File: src/rtl/insa_buf_ctrl_pkg.sv
// Shared types and constants for the INSA bounds buffer controller.
package insa_buf_ctrl_pkg;

    localparam int unsigned INSA_BUF_DEPTH = 1024;
    localparam int unsigned INSA_IDX_W     = 20;

    typedef struct packed {
        logic [31:0] first;
        logic [31:0] last;
        logic        valid;
    } insa_buf_entry_t;

    typedef enum logic {
        SRC_ALU = 1'b0,
        SRC_LSU = 1'b1
    } insa_req_src_e;

    typedef enum logic {
        ST_IDLE  = 1'b0,
        ST_CLEAR = 1'b1
    } insa_buf_state_e;

endpackage

File: src/rtl/insa_buf_ctrl_rr_arb2.sv
// Two-requester round-robin arbiter (ALU / LSU) with a 1-bit favour pointer.
module insa_rr_arb2
    import insa_buf_ctrl_pkg::*;
(
    input  logic clk,
    input  logic rst_n,
    input  logic en,
    input  logic req_alu,
    input  logic req_lsu,
    output logic gnt_alu,
    output logic gnt_lsu
);

    insa_req_src_e favour;

    // Combinational grant: a lone requester wins, a tie goes to the favoured side.
    always_comb begin
        gnt_alu = en & req_alu & (~req_lsu | (favour == SRC_ALU));
        gnt_lsu = en & req_lsu & (~req_alu | (favour == SRC_LSU));
    end

    // Favour the side that was not granted most recently; hold when nothing is granted.
    always_ff @(posedge clk or negedge rst_n) begin
        if (!rst_n) begin
            favour <= SRC_ALU;
        end else if (gnt_alu) begin
            favour <= SRC_LSU;
        end else if (gnt_lsu) begin
            favour <= SRC_ALU;
        end
    end

endmodule

File: src/rtl/insa_buf_ctrl.sv
// Read-port arbiter and clear sequencer for the single-port INSA bounds buffer.
module insa_buf_ctrl
    import insa_buf_ctrl_pkg::*;
#(
    parameter int unsigned DEPTH = INSA_BUF_DEPTH,
    parameter int unsigned IDX_W = $clog2(DEPTH)
) (
    input  logic                  clk_i,
    input  logic                  rst_ni,
    input  logic                  alu_req_i,
    input  logic [INSA_IDX_W-1:0] alu_idx_i,
    output logic                  alu_gnt_o,
    output logic                  alu_rvalid_o,
    output logic [31:0]           alu_first_o,
    output logic [31:0]           alu_last_o,
    output logic                  alu_hit_o,
    input  logic                  lsu_req_i,
    input  logic [INSA_IDX_W-1:0] lsu_idx_i,
    output logic                  lsu_gnt_o,
    output logic                  lsu_rvalid_o,
    output logic [31:0]           lsu_first_o,
    output logic [31:0]           lsu_last_o,
    output logic                  lsu_hit_o,
    input  logic                  clr_req_i,
    output logic                  clr_busy_o,
    output logic                  mem_req_o,
    output logic                  mem_we_o,
    output logic [IDX_W-1:0]      mem_addr_o,
    input  logic [31:0]           mem_first_i,
    input  logic [31:0]           mem_last_i,
    input  logic                  mem_valid_i
);

    localparam logic [INSA_IDX_W:0] DEPTH_EXT = (INSA_IDX_W + 1)'(DEPTH);
    localparam logic [IDX_W-1:0]    LAST_ADDR = IDX_W'(DEPTH - 1);

    insa_buf_state_e       state;
    logic [IDX_W-1:0]      clr_cnt;
    logic                  grant_en;
    logic                  gnt_alu;
    logic                  gnt_lsu;
    logic                  gnt_any;
    logic [INSA_IDX_W-1:0] gnt_idx;
    logic                  gnt_in_range;
    logic                  rsp_valid;
    insa_req_src_e         rsp_owner;
    logic                  rsp_in_range;
    insa_buf_entry_t       rsp_entry;

    // A clear request in IDLE pre-empts any read in the same cycle; reset also masks grants.
    always_comb begin
        grant_en = rst_ni & (state == ST_IDLE) & ~clr_req_i;
    end

    insa_rr_arb2 u_arb (
        .clk     (clk_i),
        .rst_n   (rst_ni),
        .en      (grant_en),
        .req_alu (alu_req_i),
        .req_lsu (lsu_req_i),
        .gnt_alu (gnt_alu),
        .gnt_lsu (gnt_lsu)
    );

    // Select the granted index and decide whether it addresses a real entry.
    always_comb begin
        gnt_any      = gnt_alu | gnt_lsu;
        gnt_idx      = gnt_lsu ? lsu_idx_i : alu_idx_i;
        gnt_in_range = ({1'b0, gnt_idx} < DEPTH_EXT);
        alu_gnt_o    = gnt_alu;
        lsu_gnt_o    = gnt_lsu;
    end

    // RAM port: clear writes own the port in CLEAR, otherwise an in-range granted read.
    always_comb begin
        mem_req_o  = 1'b0;
        mem_we_o   = 1'b0;
        mem_addr_o = '0;
        if (state == ST_CLEAR) begin
            mem_req_o  = 1'b1;
            mem_we_o   = 1'b1;
            mem_addr_o = clr_cnt;
        end else if (gnt_any && gnt_in_range) begin
            mem_req_o  = 1'b1;
            mem_addr_o = gnt_idx[IDX_W-1:0];
        end
    end

    // Clear sequencer: walks every address once, ignoring further clear pulses.
    always_ff @(posedge clk_i or negedge rst_ni) begin
        if (!rst_ni) begin
            state   <= ST_IDLE;
            clr_cnt <= '0;
        end else begin
            case (state)
                ST_IDLE: begin
                    if (clr_req_i) begin
                        state   <= ST_CLEAR;
                        clr_cnt <= '0;
                    end
                end
                ST_CLEAR: begin
                    if (clr_cnt == LAST_ADDR) begin
                        state   <= ST_IDLE;
                        clr_cnt <= '0;
                    end else begin
                        clr_cnt <= clr_cnt + IDX_W'(1);
                    end
                end
                default: begin
                    state   <= ST_IDLE;
                    clr_cnt <= '0;
                end
            endcase
        end
    end

    always_comb begin
        clr_busy_o = (state == ST_CLEAR);
    end

    // Remember who owns the in-flight read and whether it touched the RAM.
    always_ff @(posedge clk_i or negedge rst_ni) begin
        if (!rst_ni) begin
            rsp_valid    <= 1'b0;
            rsp_owner    <= SRC_ALU;
            rsp_in_range <= 1'b0;
        end else begin
            rsp_valid    <= gnt_any;
            rsp_owner    <= gnt_lsu ? SRC_LSU : SRC_ALU;
            rsp_in_range <= gnt_in_range;
        end
    end

    // Route the RAM data to the owner; everything reads as zero without a live in-range response.
    always_comb begin
        rsp_entry = '0;
        if (rsp_valid && rsp_in_range) begin
            rsp_entry = '{first: mem_first_i, last: mem_last_i, valid: mem_valid_i};
        end
        alu_rvalid_o = rsp_valid & (rsp_owner == SRC_ALU);
        lsu_rvalid_o = rsp_valid & (rsp_owner == SRC_LSU);
        alu_first_o  = alu_rvalid_o ? rsp_entry.first : '0;
        alu_last_o   = alu_rvalid_o ? rsp_entry.last  : '0;
        alu_hit_o    = alu_rvalid_o & rsp_entry.valid;
        lsu_first_o  = lsu_rvalid_o ? rsp_entry.first : '0;
        lsu_last_o   = lsu_rvalid_o ? rsp_entry.last  : '0;
        lsu_hit_o    = lsu_rvalid_o & rsp_entry.valid;
    end

endmodule

File: config.mk
export PLATFORM = sky130hd
export DESIGN_NAME = insa_buf_ctrl
export DESIGN_NICKNAME = d
export VERILOG_FILES = /design/src/rtl/insa_buf_ctrl_pkg.sv /design/src/rtl/insa_buf_ctrl_rr_arb2.sv /design/src/rtl/insa_buf_ctrl.sv
export SDC_FILE = /design/constraint.sdc
export NUM_CORES = 1
export LEC_CHECK = 0
export ABC_CLOCK_PERIOD_IN_PS = 1700
export CORE_AREA = 2 2 100 102
export DETAILED_ROUTE_END_ITERATION = 6
export DIE_AREA = 0 0 102 104
export PLACE_DENSITY_LB_ADDON = 0.2
export SETUP_SLACK_MARGIN = 0.15
export SLEW_MARGIN = 5
export SYNTH_ARGS = -nofsm -noshare
export SYNTH_HDL_FRONTEND = slang
export SYNTH_SLANG_ARGS = --single-unit
File: constraint.sdc
create_clock -name clk_i -period 1.7 [get_ports clk_i]
set_input_delay 0.34 -clock clk_i [delete_from_list [all_inputs] [get_ports clk_i]]
set_output_delay 0.34 -clock clk_i [all_outputs]
set_load 0.05 [all_outputs]
-- Word level (Yosys, flattened, before mapping)
Cells that the tools add are included.
- $add $sub $neg: 1
- $lt $le $gt $ge: 1
- equality and inequality tests: 2
- mux-type cells: 20
- bitwise gates (word level): 19
- reduce and logical (&&, ||, !) cells: 3
- operators by type and width (kind ; number):
    2-to-1 mux 32 bit ; 4
    2-to-1 mux 65 bit ; 1
    2-to-1 mux 10 bit ; 4
    less-than comparator 20 x 11 -> 1 bit, second input constant ; 1
    2-to-1 mux 20 bit ; 1
    case mux 10 bit (2 select lines) ; 1
    adder 10 x 1 -> 10 bit, second input constant ; 1
    AND 1 bit ; 10
    == test 10 bit, second input constant ; 1
    2-to-1 mux 1 bit ; 8
    NOT 1 bit ; 6
    bitwise OR 1 bit ; 3
    logical AND 1 bit ; 2
    inequality test 2 bit, second input constant ; 1
    case mux 1 bit (2 select lines) ; 1
    nonzero test 2 bit ; 1
- flip-flop bits (word level): 15
- input port bits: 110
- word-level logic and storage cells: 52

-- Depth between registers and ports, before layout
- depth in word-level cells: 10
- mapped depth: 7

-- Hierarchy
Synthesis repeated with hierarchy kept, for this count alone.
- cells, all modules: 273
- area, all modules: 1983.2 um^2
- modules (own cells, without submodules) (module ; instances ; cells each ; area each (um^2) ; sequential area each (um^2)):
    insa_buf_ctrl ; 1 ; 265 ; 1921.8 ; 350.3
    insa_rr_arb2 ; 1 ; 8 ; 61.3 ; 25.0

-- Worst setup path after synthesis
OpenSTA, ideal clock, no wires.
- path kind: register to output
- from: register state, in the netlist clr_busy_o
- to: output port mem_addr_o[0]
- arrival time: 2462 ps
- data required time: 1360 ps
- setup slack: -1102 ps
- stages on the path, launching flop included: 8
- path buffers: 2
- cells stage by stage: dfrtp_1 -> buf_6 -> nand4bb_4 -> or2_4 -> inv_1 -> and3_1 -> buf_2 -> a221o_1
- cells in the longest elaborated chain, start to end: 10
- RTL lines (what ; RTL line ; RTL):
    start, declared ; insa_buf_ctrl.sv:37 ; insa_buf_state_e state;
    start signal, assigned ; insa_buf_ctrl.sv:92 ; state <= ST_IDLE;
    start signal, assigned ; insa_buf_ctrl.sv:98 ; state <= ST_CLEAR;
    start signal, assigned ; insa_buf_ctrl.sv:104 ; state <= ST_IDLE;
    NOT 1 bit * ; insa_buf_ctrl.sv:52 ; grant_en = rst_ni & (state == ST_IDLE) & ~clr_req_i;
    AND 1 bit * (2 in series) ; insa_buf_ctrl.sv:52 ;
    AND 1 bit * (2 in series) ; insa_buf_ctrl_rr_arb2.sv:19 ; gnt_lsu = en & req_lsu & (~req_alu | (favour == SRC_LSU));
    net lsu_gnt_o ; insa_buf_ctrl.sv:19 ; output logic lsu_gnt_o,
    2-to-1 mux 20 bit ; insa_buf_ctrl.sv:68 ; gnt_idx = gnt_lsu ? lsu_idx_i : alu_idx_i;
    less-than comparator 20 x 11 -> 1 bit ; insa_buf_ctrl.sv:69 ; gnt_in_range = ({1'b0, gnt_idx} < DEPTH_EXT);
    logical AND 1 bit ; insa_buf_ctrl.sv:83 ; end else if (gnt_any && gnt_in_range) begin
    2-to-1 mux 10 bit * ; insa_buf_ctrl.sv:83 ;
    2-to-1 mux 10 bit * ; insa_buf_ctrl.sv:79 ; if (state == ST_CLEAR) begin
    end, declared ; insa_buf_ctrl.sv:28 ; output logic [IDX_W-1:0] mem_addr_o,
The timed path passes the listed nets; every way through them passes the cells marked *.

-- Final worst setup path
- from: register state, in the netlist clr_busy_o
- to: output port mem_addr_o[7]
- cells in the longest elaborated chain, start to end: 10
- RTL lines (what ; RTL line):
    NOT 1 bit ; insa_buf_ctrl.sv:52
    AND 1 bit (2 in series) ; insa_buf_ctrl.sv:52
    AND 1 bit (2 in series) ; insa_buf_ctrl_rr_arb2.sv:19
    2-to-1 mux 20 bit ; insa_buf_ctrl.sv:68
    less-than comparator 20 x 11 -> 1 bit ; insa_buf_ctrl.sv:69
    logical AND 1 bit ; insa_buf_ctrl.sv:83
    2-to-1 mux 10 bit ; insa_buf_ctrl.sv:83
    2-to-1 mux 10 bit * ; insa_buf_ctrl.sv:79
Every way passes the cells marked *; elsewhere a longest branch is shown, timed or not.

==> impl_results.md <==
- Status: finished, violations left
- Violated checks: setup timing
- CP Data Arrival Time: 2.12 ns
- CTS tree: yes
- Placeable core region: 9550 sq um
- Overall Global Routing Usage: 27.9%
- Critical path start-end classification: reg2out
- Synthesis-to-layout area growth: 313%
- Final design area excluding fillers: 7840 sq um
- Clk sinks: 15
- Count of distinct cell types in the synthesized netlist: 39
- Final hold slack: 0.202 ns
- Synth warnings: 0
- Max Root-Sink Buffers: 2
- Fraction of the cycle the final worst path needs: 144%
- Count of hold-fix buffers inserted at cts: 0
- Remaining global-route overflow: 0
- Post-Route Skew: 0.00296 ns
- Sum of internal, switching and leakage power: 2.36 mW
- Transition time at the pin with the least slew margin: 0.435 ns
- Site Rows: 36
- Final count of negative-setup-slack endpoints: 145
- Final Util: 82.1%
- Proportion of synthesized chip area in sequential cells: 19.8%
- Worst slack, placed: -0.886 ns
- CTS Buf Count: 3
- Number of global-route vias before repair: 3474
- RSZ-0062 raised after global routing: yes
- Leading area contributor after synthesis: sky130_fd_sc_hd__and2_1
- Setup TNS: -27.79 ns
- Startpoint type of the worst setup path: register
- Tightest slew margin relative to the limit: 70.7%
- Routed wire length: 15700 microns
- Final ANT Viol Nets: 0
- Fmax: 407 MHz
- Wire length of the first global-routing pass: 22300 microns
- Post-Syn Instances: 256
- Post-CTS clock slew at the launch and capture registers of the worst setup and hold paths: 0.06 ns
- Iter 0 DRT Violations: 72
- Leakage: 3.30 nW
- Post-synthesis instance area: 1900 sq um
- Layout Cells excl Fill: 712
- Detailed-route vias per instance: 4.65
- I/O pins: 257
- Die Area: 10600 sq um
- Share of the synthesized area in the top cell type: 46.5%
- Initial Utilization: 19.9%
- Cell types occupying the most area after synthesis: sky130_fd_sc_hd__and2_1, sky130_fd_sc_hd__dfrtp_1, sky130_fd_sc_hd__a221o_1, sky130_fd_sc_hd__clkbuf_1, sky130_fd_sc_hd__nand2_1
- Die height: 104 microns
- First-pass DRT Iterations: 4
- Fraction of final layout cells with drive strength greater than 1: 69.2%
- Initial antenna violation count: 2
- #FFs+latches synth: 15
- Crit path time final: 2.46 ns
- CP endpoint kind: primary output
- PortBufs: 256
- Later-pin clock latency in the skew report: 0.25 ns
- CTS H-tree lvls: 1
- HPWL after DPL: 10200 microns
- Number of remaining DRC errors: 0
- Max Cap Violations: 0
- Maximum vdd ir drop: 786 uV
- Worst min-delay path category: in2async
- Final count of pins violating max slew: 0
- Avg Synthesized Cell Area: 7.41 sq um
- Vias: 3309
- Endpoint required time on the critical path: 1.36 ns
- Final Worst Setup Slack: -0.756 ns
- Net count reported at finish: 689
- Largest net degree at the start of global routing: 19
- Instance area at placement: 6490 sq um
- Post-synth net total: 367
- Die span in x: 102 microns
- Buffer type at the clock tree root: sky130_fd_sc_hd__clkbuf_8
- Placer Congestion: 0.844
- Power density normalized to cell area: 301 nW/um^2
- Endpoints failing hold: 0
- Cells after DPL: 645
- Routed wire length per instance: 22.0 microns
- Crit Path Max Fanout: 5
[worst paths after layout]
check / startpoint / endpoint / slack [ns] / cells past startpoint
setup / recovery: clr_busy_o / mem_addr_o[7] / -0.76 / 7
hold / removal: rst_ni / clr_cnt[3] / 0.20 / 2
setup reg to reg: clr_busy_o / rsp_in_range / -0.57 / 15
hold reg to reg: clr_cnt[4] / clr_cnt[4] / 0.53 / 1
max in group asynchronous: rst_ni / clr_busy_o / 1.35 / 2
min in group clk_i: clr_cnt[4] / clr_cnt[4] / 0.53 / 1
[synth_stat cells]
cell	n
sky130_fd_sc_hd__nor2_2	1
sky130_fd_sc_hd__nor3_1	4
sky130_fd_sc_hd__or3_1	1
sky130_fd_sc_hd__o211ai_1	1
sky130_fd_sc_hd__a311oi_1	1
sky130_fd_sc_hd__buf_6	2
sky130_fd_sc_hd__nand3_1	3
sky130_fd_sc_hd__dfrtp_1	15
sky130_fd_sc_hd__a31o_2	1
sky130_fd_sc_hd__a41oi_1	1
sky130_fd_sc_hd__nor2b_1	2
sky130_fd_sc_hd__o22ai_1	1
sky130_fd_sc_hd__buf_4	1
sky130_fd_sc_hd__inv_1	3
sky130_fd_sc_hd__mux2_2	1
sky130_fd_sc_hd__a41oi_2	1
sky130_fd_sc_hd__nor4_1	2
sky130_fd_sc_hd__nand2_1	12
sky130_fd_sc_hd__nand4bb_4	1
sky130_fd_sc_hd__or4_1	2
sky130_fd_sc_hd__a221o_1	10
sky130_fd_sc_hd__nand4_1	3
sky130_fd_sc_hd__xor2_1	1
sky130_fd_sc_hd__a21oi_1	2
sky130_fd_sc_hd__clkbuf_1	16
sky130_fd_sc_hd__mux2i_1	1
sky130_fd_sc_hd__ha_1	1
sky130_fd_sc_hd__and2_1	141
sky130_fd_sc_hd__a31oi_1	4
sky130_fd_sc_hd__or2_4	1
sky130_fd_sc_hd__and4_1	1
sky130_fd_sc_hd__clkinv_1	1
sky130_fd_sc_hd__buf_2	2
sky130_fd_sc_hd__o21ai_0	6
sky130_fd_sc_hd__nor2_1	2
sky130_fd_sc_hd__and4b_1	1
sky130_fd_sc_hd__and3_1	5
sky130_fd_sc_hd__a22o_1	1
sky130_fd_sc_hd__a22oi_1	1
[registers in the layout (all words and copies together), names as in the netlist]
signal and cells:
rsp_in_range 1, u_arb.favour 1, clr_cnt 10, rsp_owner 1
clr_busy_o 1, rsp_valid 1
[area by class of cell]
type | instances | area, sq um
fillers | 507 | 1710
repair buffers | 337 | 5350
inverters | 4 | 28.8
flip-flops and latches | 15 | 377
well taps | 133 | 166
multi-input cells | 217 | 1870
diodes | 2 | 5.00
clock buffers | 4 | 45.0
[routing by layer]
metal / track usage (%) / routed length (microns) / vias to the layer above
li1: - / - / 1518
met1: 29.7 / 5320 / 1603
met2: 51.3 / 8580 / 158
met3: 7.66 / 1300 / 30
met4: 10.7 / 450 / 0
met5: 0 / 0 / -
[timing repair]
action | CTS | global route
gates resized for setup | 105 | 30
gates cloned | 19 | 2
setup endpoints to repair | 145 | 156
setup buffers | 34 | 6
pin swaps | 87 | 25
[kinds of logic (layout without fill, tap and decap cells)]
group | count (synthesis) | count (layout) | synth area share, %
and+or+nand+nor | 182 | 183 | 59.4
AOI/OAI and AO/OA | 30 | 30 | 12.5
buffers and inverters | 25 | 345 | 6.06
DFF | 15 | 15 | 19.8
muxes | 2 | 2 | 1.12
adders and majority gates | 1 | 1 | 0.659
xor gates and xnor gates | 1 | 1 | 0.462
other | 0 | 2 | 0
[critical path: stages (launching register included)]
cell and delay [ns]:
sky130_fd_sc_hd__dfrtp_2 0.42, sky130_fd_sc_hd__nand4bb_4 0.20, sky130_fd_sc_hd__or2_4 0.25, sky130_fd_sc_hd__and4b_2 0.24
sky130_fd_sc_hd__buf_6 0.13, sky130_fd_sc_hd__buf_16 0.12, sky130_fd_sc_hd__a221o_2 0.35, sky130_fd_sc_hd__buf_12 0.16
[cell usage in the layout, fill, tap and decap left out, types with 3 or more instances in the layout]
cell type	n
sky130_fd_sc_hd__buf_12	161
sky130_fd_sc_hd__and2_4	131
sky130_fd_sc_hd__clkdlybuf4s50_1	99
sky130_fd_sc_hd__buf_6	26
sky130_fd_sc_hd__buf_16	19
sky130_fd_sc_hd__buf_4	16
sky130_fd_sc_hd__dfrtp_1	14
sky130_fd_sc_hd__nand2_1	12
sky130_fd_sc_hd__and2_1	10
sky130_fd_sc_hd__a221o_2	10
sky130_fd_sc_hd__o21ai_1	6
sky130_fd_sc_hd__dlygate4sd2_1	6
sky130_fd_sc_hd__buf_8	4
sky130_fd_sc_hd__nand4_1	3
sky130_fd_sc_hd__and3_4	3
sky130_fd_sc_hd__and3_1	3
sky130_fd_sc_hd__a31oi_1	3
sky130_fd_sc_hd__nand3_1	3
sky130_fd_sc_hd__clkbuf_8	3
sky130_fd_sc_hd__clkdlybuf4s15_1	3
[power by group]
group	leakage (nW)	switching, mW	internal (mW)	total (mW)
registers	0.185	0.150	0.451	0.600
logic	3.10	0.663	0.811	1.47
clock network	0.0228	0.121	0.166	0.287
(Power assumes the default switching activity.)
